### src/rtl/box_filter_core.sv
`default_nettype none
// ============================================================================
//  Module   : box_filter_core
//  Function : 3x3 rounded mean filter, ROM source image -> result RAM, raster order
//  Revision : 1.0  initial release
// ============================================================================
module box_filter_core #(
   parameter int WIDTH_BITS  = 8,
   parameter int HEIGHT_BITS = 8
) (
   input  logic                   clock,
   input  logic                   not_reset,
   output logic [WIDTH_BITS-1:0]  oImageCol,
   output logic [HEIGHT_BITS-1:0] oImageRow,
   input  logic [7:0]             iImageData,
   output logic [WIDTH_BITS-1:0]  oResultCol,
   output logic [HEIGHT_BITS-1:0] oResultRow,
   output logic [7:0]             oResultData,
   output logic                   oResultWren,
   output logic                   finished
);

   localparam logic [WIDTH_BITS-1:0]  c_COL_MAX = '1;
   localparam logic [HEIGHT_BITS-1:0] c_ROW_MAX = '1;
   localparam logic [3:0]             c_LAST_TAP = 4'd8;

   typedef enum logic [1:0] {
      S_ADDR  = 2'd0,
      S_ACC   = 2'd1,
      S_WRITE = 2'd2,
      S_DONE  = 2'd3
   } state_t;

   state_t                 r_state, w_nextState;
   logic [3:0]             r_tap, w_nextTap;
   logic [WIDTH_BITS-1:0]  r_col, w_nextCol;
   logic [HEIGHT_BITS-1:0] r_row, w_nextRow;
   logic [11:0]            r_sum;
   logic [WIDTH_BITS-1:0]  r_resultCol;
   logic [HEIGHT_BITS-1:0] r_resultRow;
   logic [7:0]             r_resultData;

   logic [1:0]             w_dy, w_dx;
   logic [11:0]            w_sumFinal;
   logic [27:0]            w_product;
   logic [7:0]             w_average;
   logic                   w_unusedBits;

   always_ff @(posedge clock) begin
      if (!not_reset) begin
         r_state      <= S_ADDR;
         r_tap        <= '0;
         r_col        <= '0;
         r_row        <= '0;
         r_sum        <= '0;
         r_resultCol  <= '0;
         r_resultRow  <= '0;
         r_resultData <= '0;
      end else begin
         r_state <= w_nextState;
         r_tap   <= w_nextTap;
         r_col   <= w_nextCol;
         r_row   <= w_nextRow;
         // ROM data lags the address by one cycle, so tap k lands during tap k+1.
         if (r_state == S_ADDR) begin
            if (r_tap == 4'd0) r_sum <= '0;
            else               r_sum <= r_sum + {4'd0, iImageData};
         end
         if (r_state == S_ACC) begin
            r_resultCol  <= r_col;
            r_resultRow  <= r_row;
            r_resultData <= w_average;
         end
      end
   end

   always_comb begin
      w_nextState = r_state;
      w_nextTap   = r_tap;
      w_nextCol   = r_col;
      w_nextRow   = r_row;
      case (r_state)
         S_ADDR: begin
            if (r_tap == c_LAST_TAP) w_nextState = S_ACC;
            else                     w_nextTap   = r_tap + 4'd1;
         end
         S_ACC: w_nextState = S_WRITE;
         S_WRITE: begin
            // Tap stays at 8 in DONE so the read address holds at the last tap.
            if (r_col == c_COL_MAX && r_row == c_ROW_MAX) begin
               w_nextState = S_DONE;
            end else begin
               w_nextState = S_ADDR;
               w_nextTap   = '0;
               if (r_col == c_COL_MAX) begin
                  w_nextCol = '0;
                  w_nextRow = r_row + 1'b1;
               end else begin
                  w_nextCol = r_col + 1'b1;
               end
            end
         end
         default: w_nextState = S_DONE;
      endcase
   end

   always_comb begin
      w_dy = 2'd2;
      w_dx = 2'd2;
      case (r_tap)
         4'd0: begin w_dy = 2'd0; w_dx = 2'd0; end
         4'd1: begin w_dy = 2'd0; w_dx = 2'd1; end
         4'd2: begin w_dy = 2'd0; w_dx = 2'd2; end
         4'd3: begin w_dy = 2'd1; w_dx = 2'd0; end
         4'd4: begin w_dy = 2'd1; w_dx = 2'd1; end
         4'd5: begin w_dy = 2'd1; w_dx = 2'd2; end
         4'd6: begin w_dy = 2'd2; w_dx = 2'd0; end
         4'd7: begin w_dy = 2'd2; w_dx = 2'd1; end
         default: begin w_dy = 2'd2; w_dx = 2'd2; end
      endcase
   end

   // Clamped neighbour address: border pixels replicate outward.
   always_comb begin
      oImageRow = r_row;
      oImageCol = r_col;
      if (w_dy == 2'd0 && r_row != '0)        oImageRow = r_row - 1'b1;
      if (w_dy == 2'd2 && r_row != c_ROW_MAX) oImageRow = r_row + 1'b1;
      if (w_dx == 2'd0 && r_col != '0)        oImageCol = r_col - 1'b1;
      if (w_dx == 2'd2 && r_col != c_COL_MAX) oImageCol = r_col + 1'b1;
   end

   // 7282/65536 approximates 1/9 closely enough to round correctly up to 2295.
   assign w_sumFinal   = r_sum + {4'd0, iImageData};
   assign w_product    = 28'(w_sumFinal) * 28'd7282 + 28'd32768;
   assign w_average    = w_product[23:16];
   assign w_unusedBits = &{1'b0, w_product[27:24], w_product[15:0]};

   assign oResultCol  = r_resultCol;
   assign oResultRow  = r_resultRow;
   assign oResultData = r_resultData;
   assign oResultWren = (r_state == S_WRITE);
   assign finished    = (r_state == S_DONE);

endmodule
`default_nettype wire

### config.mk
export PLATFORM = sky130hd
export DESIGN_NAME = box_filter_core
export DESIGN_NICKNAME = d
export VERILOG_FILES = /design/src/rtl/box_filter_core.sv
export SDC_FILE = /design/constraint.sdc
export NUM_CORES = 1
export LEC_CHECK = 0
export ABC_AREA = 1
export BUFFER_PORTS_ARGS = -buffer_cell sky130_fd_sc_hd__buf_2
export CORE_UTILIZATION = 30
export CTS_CLUSTER_SIZE = 20
export DETAILED_ROUTE_END_ITERATION = 16
export HOLD_SLACK_MARGIN = 0.08
export PLACE_DENSITY = 0.54
export SLEW_MARGIN = 25
export SYNTH_ARGS = -nofsm -noshare
export SYNTH_HDL_FRONTEND = slang
export SYNTH_SLANG_ARGS = --single-unit
### constraint.sdc
create_clock -name clock -period 8.8 [get_ports clock]
set_input_delay 1.76 -clock clock [delete_from_list [all_inputs] [get_ports clock]]
set_output_delay 1.76 -clock clock [all_outputs]
set_load 0.02 [all_outputs]
==> results_dict.tcl, run 1 <==
set metrics [dict create \
    status "finished, final reports clean" \
    path_common_cell "inv_1" \
    yosysSeqAreaShare 0.214 \
    die-area_um2 19900 \
    setup-violations-final 0 \
    clk_pin_slew_ns 0.05 \
    cts_sinks 62 \
    start_kind "input port" \
    min_period_ns 8.00 \
    worstPathMaxFanout 5 \
    layout_setup_ws_ns 0.804 \
    yosysTopAreaCellShare 0.214 \
    critPathKind "in2reg" \
    firstDrtPassIters 4 \
    antenna-diode-count 0 \
    routed_wirelength_mm 14.0 \
    syn_area_um2 5810 \
    synth_fp_nets 915 \
    finalHoldViolations 0 \
    critPathMaxStageDelay_ns 0.54 \
    cts-root-buf "clkbuf_16" \
    synth-seq-cells 62 \
    grt_overflow_total 0 \
    cp-end-kind "flop" \
    cts_tree "yes" \
    syn_inst 794 \
    gp_congestion 0.863 \
    cts_inserted_buffers 9 \
    grt_pass1_wl_mm 23.9 \
    yosysMostFrequentCell "inv_1" \
    rows 50 \
    drv_slew 0 \
    hpwl_mm 11.8 \
    finalClockSkew_ns 0.00836 \
    worst_pin_slew_ns 0.655 \
    synth_warnings 0 \
    ff2ff_setup_slack_ns 2.02 \
    grt_use_total 0.151 \
    num_vias 5037 \
    max_freq_ghz 0.125 \
    slowest_stage "fa_1" \
    numPortBuffers 51 \
    synth_edf_count 0 \
    place_ws_ns 0.480 \
    crit_arrival_ns 8.23 \
    initial_core_util 0.308 \
    drive_above_1_share 0.115 \
    fill_cells 2031 \
    antenna_found_initial 0 \
    grt_max_degree 19 \
    holdWs_ns 0.450 \
    drc 0 \
    viasPerCell 4.52 \
    ys_async_sr_fraction 0 \
    clock_latency_ns 0.34 \
    wl_per_cell_um 12.6 \
    h-tree-depth 3 \
    area_delta_synth_final_pct 14.7 \
    synthFlopType "dfxtp_1" \
    synth.distinct_cells 41 \
    synth_area_leaders "dfxtp_1, ha_1, inv_1" \
    synth_top_cells_by_count "inv_1, nand2_1, ha_1" \
    core-area_um2 18800 \
    cts_setup_buffers 0 \
    drtIter0Drc 277 \
    drtAntennaViolNets 0 \
    post_cts_resized 0 \
    fin_nets 971 \
    chipHeight_um 141 \
    maxCapViolCount 0 \
    worst-endpoint-required_ns 9.04 \
    hp-class "reg2reg" \
    cts_hold_buffers 0 \
    avgSynthCellArea_um2 7.31 \
    period_share 0.909 \
    cts.path.max_buffers 2 \
    relSlewSlack 0.560 \
    rsz0062_at_grt "no" \
    grt_pass1_vias 4821 \
    synth_top_cell_by_area "dfxtp_1" \
    setup_tns_ns 0 \
    die_w_um 141 \
    ios 52 \
]
==> layer usage <==
metal,up-vias,share of wire,global-route usage
met5,-,0,0
met4,0,0.012,0.0349
met3,14,0.039,0.0313
met2,77,0.42,0.229
met1,2263,0.53,0.216
li1,2683,-,-
==> per-stage QoR <==
step,cells,area (µm²),util
2_1_floorplan,794,5810,-
3_3_place_gp,1099,6370,0.338
3_5_place_dp,1099,6370,0.338
4_1_cts,1115,6660,0.354
5_1_grt,1115,6660,0.354
6_report,1115,6660,0.354
==> cell usage in the layout (no fill, tap or decap), types with 2 or more instances in the layout <==
| cell | Yosys | layout |
|---|---|---|
| inv_1 | 149 | 149 |
| nand2_1 | 146 | 146 |
| ha_1 | 89 | 89 |
| dfxtp_1 | 62 | 62 |
| o21ai_0 | 57 | 57 |
| nor2_1 | 52 | 52 |
| buf_2 | 2 | 51 |
| a21oi_1 | 43 | 43 |
| nand3_1 | 34 | 34 |
| xor2_1 | 31 | 31 |
| fa_1 | 22 | 22 |
| o22ai_1 | 18 | 18 |
| nor3_1 | 9 | 9 |
| clkbuf_16 | 0 | 9 |
| nand4_1 | 7 | 7 |
| xnor2_1 | 7 | 7 |
| nor2_2 | 6 | 6 |
| o21ai_2 | 4 | 4 |
| inv_2 | 4 | 4 |
| nand2_2 | 4 | 4 |
| a21o_1 | 4 | 4 |
| buf_4 | 1 | 4 |
| o31ai_1 | 3 | 3 |
| a22o_1 | 3 | 3 |
| a211oi_1 | 3 | 3 |
| o21bai_1 | 3 | 3 |
| nor4_1 | 3 | 3 |
| clkbuf_8 | 0 | 3 |
| o211ai_1 | 2 | 2 |
| nor3_4 | 2 | 2 |
| nand2_4 | 2 | 2 |
| nor2_4 | 2 | 2 |
| a31oi_1 | 2 | 2 |
| o211a_1 | 2 | 2 |
| nand3b_1 | 2 | 2 |
| clkinv_2 | 0 | 2 |
==> state kept, by name (all words and copies together) (netlist names), named ones only <==
signal / flops
oResultCol: 8
oResultData: 8
oResultRow: 8
r_col: 8
r_row: 8
r_state: 2
r_sum: 12
r_tap: 4
==> worst max-delay path: cells and delay by family <==
kind | cells | cell delay (ns)
AND/OR/NAND/NOR | 13 | 1.46
AO/OA/AOI/OAI | 4 | 0.55
adder cells (fa/ha/maj) | 9 | 3.29
buffers and inverters | 8 | 0.45
XOR/XNOR | 3 | 0.70
==> final timing paths <==
check                             start  cells past startpoint                     endpoint
max                       iImageData[0]                     37  oResultData[7]$_SDFFE_PN0N_
min reg2reg  oResultCol[4]$_SDFFE_PN0N_                      2   oResultCol[4]$_SDFFE_PN0N_
max reg2reg       r_sum[0]$_SDFFE_PN0P_                     36  oResultData[7]$_SDFFE_PN0N_
min          oResultCol[4]$_SDFFE_PN0N_                      2   oResultCol[4]$_SDFFE_PN0N_
==> final cells by class <==
| cell class | count | area [µm²] | share of cell area |
|---|---|---|---|
| Clock inverter | 3 | 17.5 | 0.00263 |
| Sequential cell | 62 | 1240 | 0.186 |
| Clock buffer | 13 | 270 | 0.0406 |
| Inverter | 154 | 581 | 0.0872 |
| Tap cell | 260 | 325 | 0.0488 |
| Multi-Input combinational cell | 568 | 3940 | 0.592 |
| Timing Repair Buffer | 55 | 285 | 0.0428 |
==> cell families after synthesis <==
kind of cell | synth area share
AOI/OAI and AO/OA | 0.146
adders and majority gates | 0.268
DFF | 0.214
buffers and inverters | 0.108
xor gates and xnor gates | 0.0601
and+or+nand+nor | 0.205
Power of run 1 is not shown: default switching activity piles up to over one toggle a cycle in this logic, so the estimate is an artifact.
==> run 2, diff against run 1 <==
Settings changed: CORE_UTILIZATION 30 to 55, PLACE_DENSITY 0.54 to 0.83.
==> run 2 against run 1 <==
Effect of this change:
- cell area down 4.2%
- critical path depth decreased by 1
- maximum frequency shrank 0.53%
- cell count down 11%
- via count rose by 4.6%
- die area fell by 45%
- register-to-register slack worse by 0.05 ns
- sequential cell count stayed put
- clock skew up 0.0030 ns
==> results_dict.tcl, run 2 (synthesis gave the netlist of run 1 again) <==
set metrics [dict create \
    die-area_um2 11000 \
    finalClockSkew_ns 0.0113 \
    chipHeight_um 105 \
    fin_util 0.621 \
    numPortBuffers 51 \
    slowest_stage "fa_1" \
    period_share 0.913 \
    setup-violations-final 0 \
    firstDrtPassIters 5 \
    antenna_found_initial 0 \
    clock_latency_ns 0.36 \
    clk_pin_slew_ns 0.08 \
    core-area_um2 10300 \
    regMostFlops "r_sum" \
    hpwl_mm 10.7 \
    hp-class "reg2reg" \
    crit_arrival_ns 8.29 \
    setup_tns_ns 0 \
    post_cts_resized 0 \
    path_common_cell "inv_1" \
    grt_overflow_total 0 \
    drtAntennaViolNets 0 \
    h-tree-depth 3 \
    worst_pin_slew_ns 0.600 \
    critPathKind "in2reg" \
    initial_core_util 0.565 \
    cp-end-kind "flop" \
    start_kind "input port" \
    die_w_um 105 \
    cts_inserted_buffers 9 \
    min_period_ns 8.04 \
    worstPathMaxFanout 4 \
    gp_congestion 0.911 \
    relSlewSlack 0.597 \
    drv_slew 0 \
    antenna-diode-count 0 \
    finalHoldViolations 0 \
    rows 37 \
    viasPerCell 5.32 \
    ios 52 \
    status "finished, final reports clean" \
    maxCapViolCount 0 \
    cts-root-buf "clkbuf_8" \
    drtIter0Drc 268 \
    place_area_um2 6210 \
    drc 0 \
    holdWs_ns 0.456 \
    wl_per_cell_um 13.3 \
    layout_commonest_cell "inv_1" \
    routed_wirelength_mm 13.2 \
    finalInstanceArea_um2 6380 \
    grt_max_degree 22 \
    cts_sinks 62 \
    cts.path.max_buffers 2 \
    cts_setup_buffers 0 \
    grt_pass1_vias 5033 \
    fin_nets 970 \
    max_freq_ghz 0.124 \
    final_cell_mix "inv_1, nand2_1, ha_1" \
    area_delta_synth_final_pct 9.93 \
    grt_use_total 0.252 \
    cts_hold_buffers 0 \
    rsz0062_at_grt "no" \
    largest_reg_flops 12 \
    critPathMaxStageDelay_ns 0.53 \
    worst-endpoint-required_ns 9.05 \
    grt_pass1_wl_mm 22.6 \
    drive_above_1_share 0.115 \
    num_vias 5268 \
    cts_tree "yes" \
]
==> run 2: critical path, delay by kind of cell <==
kind	cells	cell delay, ns
xor+xnor	3	0.69
compound gates	6	0.95
simple gates	10	1.15
buf+inv	8	0.44
fa+ha+maj	9	3.28
==> run 2: worst paths after layout <==
check                                    from                          end  slack [ns]  cells after the start
setup reg to reg        r_sum[0]$_SDFFE_PN0P_  oResultData[7]$_SDFFE_PN0N_        1.97                     35
hold / removal    oResultData[4]$_SDFFE_PN0N_  oResultData[4]$_SDFFE_PN0N_        0.46                      2
hold reg to reg   oResultData[4]$_SDFFE_PN0N_  oResultData[4]$_SDFFE_PN0N_        0.46                      2
setup / recovery                iImageData[0]  oResultData[7]$_SDFFE_PN0N_        0.76                     36
==> run 2: area by class of cell <==
| type | count | area (µm²) |
|---|---|---|
| Multi-Input combinational cell | 568 | 3940 |
| Fill cell | 921 | 3890 |
| Sequential cell | 62 | 1240 |
| Inverter | 154 | 581 |
| Timing Repair Buffer | 54 | 278 |
| Tap cell | 136 | 170 |
| Clock buffer | 9 | 124 |
| Clock inverter | 7 | 48.8 |
==> run 2: through the flow <==
stage,cells,worst slack [ns]
floorplan,794,1.11
global placement,974,0.713
detailed placement,974,0.457
CTS,990,0.812
global route,990,0.311
finish,990,0.762
==> run 2: routing by layer <==
layer,global-route usage,up-vias,part of all wire
li1,-,2694,-
met1,0.335,2407,0.48
met2,0.411,137,0.45
met3,0.0455,30,0.047
met4,0.0905,0,0.022
met5,0,-,0
Power of run 2 is left out for the same reason.
==> run 3, diff against run 2 <==
Settings changed: CAP_MARGIN set to 25, CORE_UTILIZATION 55 to 60, PLACE_DENSITY 0.83 to 0.88.
==> run 3 against run 2 <==
Effect of this change:
- first-iteration DRC count up 3.0%
- utilization grew 6.7 points
- sequential cell count unchanged
- clock skew shrank 0.0031 ns
- cell count shrank 0.81%
- critical path depth up 1
- critical path type unchanged
- cell area grew 0.49%
- global-route usage is 2.9 points higher
- via count grew 1.0%
- non-clock buffer count is 1 lower
- worst setup slack improved by 0.089 ns
==> results_dict.tcl, run 3 (synthesis gave the netlist of run 1 again) <==
set metrics [dict create \
    worst-endpoint-required_ns 9.06 \
    cts_sinks 62 \
    hpwl_mm 10.5 \
    final_cells 982 \
    drtAntennaViolNets 0 \
    cts_setup_buffers 0 \
    grt_overflow_total 0 \
    dpl.cell_count 966 \
    num_vias 5322 \
    maxCapViolCount 0 \
    fin_nets 969 \
    initial_core_util 0.623 \
    setup-violations-final 0 \
    h-tree-depth 3 \
    die_w_um 100 \
    grt_max_degree 19 \
    path_common_cell "inv_1" \
    status "finished, final reports clean" \
    rsz0062_at_grt "no" \
    cts.path.max_buffers 2 \
    chipHeight_um 100 \
    finalHoldViolations 0 \
    slowest_stage "fa_1" \
    grt_pass1_vias 5044 \
    reg2reg_to "oResultData[7]$_SDFFE_PN0N_" \
    worstPathMaxFanout 5 \
    clk_pin_slew_ns 0.07 \
    grt_use_total 0.282 \
    crit_arrival_ns 8.21 \
    die-area_um2 10100 \
    critPathMaxStageDelay_ns 0.54 \
    antenna_found_initial 0 \
    relSlewSlack 0.466 \
    wl_per_cell_um 13.6 \
    routed_wirelength_mm 13.4 \
    drv_slew 0 \
    core-area_um2 9330 \
    max_freq_ghz 0.126 \
    ff2ff_setup_slack_ns 2.06 \
    drive_above_1_share 0.113 \
    firstDrtPassIters 5 \
    final_cell_mix "inv_1, nand2_1, ha_1" \
    gp_congestion 0.980 \
    crit_family "adder cells" \
    area_delta_synth_final_pct 10.5 \
    rows 35 \
    hp-class "reg2reg" \
    layout_commonest_cell "inv_1" \
    regMostFlops "r_sum" \
    hold_depth 2 \
    cts_inserted_buffers 9 \
    cts_tree "yes" \
    cts_hold_buffers 0 \
    critical_path_buf_inv_count 8 \
    drtIter0Drc 276 \
    min_period_ns 7.95 \
    hold_end "oResultCol[0]$_SDFFE_PN0N_" \
    numPortBuffers 51 \
    antenna-diode-count 0 \
    largest_reg_flops 12 \
    rr_worst_depth 36 \
    clock_latency_ns 0.36 \
    ios 52 \
    cts-root-buf "clkbuf_8" \
    start_kind "input port" \
    min_from "oResultCol[0]$_SDFFE_PN0N_" \
    setup_tns_ns 0 \
    r2r_start "r_sum[0]$_SDFFE_PN0P_" \
    drc 0 \
    finalClockSkew_ns 0.00819 \
    critPathKind "in2reg" \
    cp-end-kind "flop" \
    viasPerCell 5.42 \
    post_cts_resized 0 \
    worst_pin_slew_ns 0.799 \
    period_share 0.903 \
    grt_pass1_wl_mm 22.6 \
]
## run 3: cell count changes in the layout (fill, tap and decap cells not counted), sizes merged
cell	change
buf	-1
clkinv	-5
bufinv	+1
clkbuf	+5
inv	-1
## run 3: worst min-delay path: stages, from the launching register on
cell	delay, ns
dfxtp_1	0.32
nand2_1	0.05
o21ai_0	0.05
## run 3: per-layer routing
metal,GRT usage,share of wire,vias up
met3,0.0536,0.062,34
met2,0.463,0.46,189
met4,0.101,0.026,0
met5,0,0,-
li1,-,-,2685
met1,0.369,0.45,2414
## run 3: area by class of cell
cell class | instances | area, µm²
Timing Repair Buffer | 53 | 270
Tap cell | 129 | 161
Clock buffer | 14 | 183
Inverter | 154 | 581
Clock inverter | 2 | 37.5
Fill cell | 769 | 2910
Multi-Input combinational cell | 568 | 3940
Sequential cell | 62 | 1240
## run 3: worst max-delay path by stage
stage          depth (start not counted)                           to  slack, ns          start
2_1_floorplan                         35  oResultData[7]$_SDFFE_PN0N_       1.11  iImageData[0]
3_3_place_gp                          36  oResultData[7]$_SDFFE_PN0N_       0.70  iImageData[0]
3_5_place_dp                          37  oResultData[7]$_SDFFE_PN0N_       0.53  iImageData[0]
4_1_cts                               37  oResultData[7]$_SDFFE_PN0N_       0.88  iImageData[0]
5_1_grt                               37  oResultData[7]$_SDFFE_PN0N_       0.13  iImageData[0]
6_report                              37  oResultData[7]$_SDFFE_PN0N_       0.85  iImageData[0]
## run 3: through the flow
| step | worst slack [ns] | cell area [µm²] | hold WS [ns] | util |
|---|---|---|---|---|
| floorplan | 1.11 | 5810 | 0.453 | - |
| global placement | 0.702 | 6190 | 0.434 | 0.664 |
| detailed placement | 0.529 | 6190 | 0.440 | 0.664 |
| CTS | 0.880 | 6410 | 0.456 | 0.688 |
| global route | 0.127 | 6410 | 0.483 | 0.688 |
| finish | 0.851 | 6410 | 0.454 | 0.688 |
Power of run 3 is left out for the same reason.
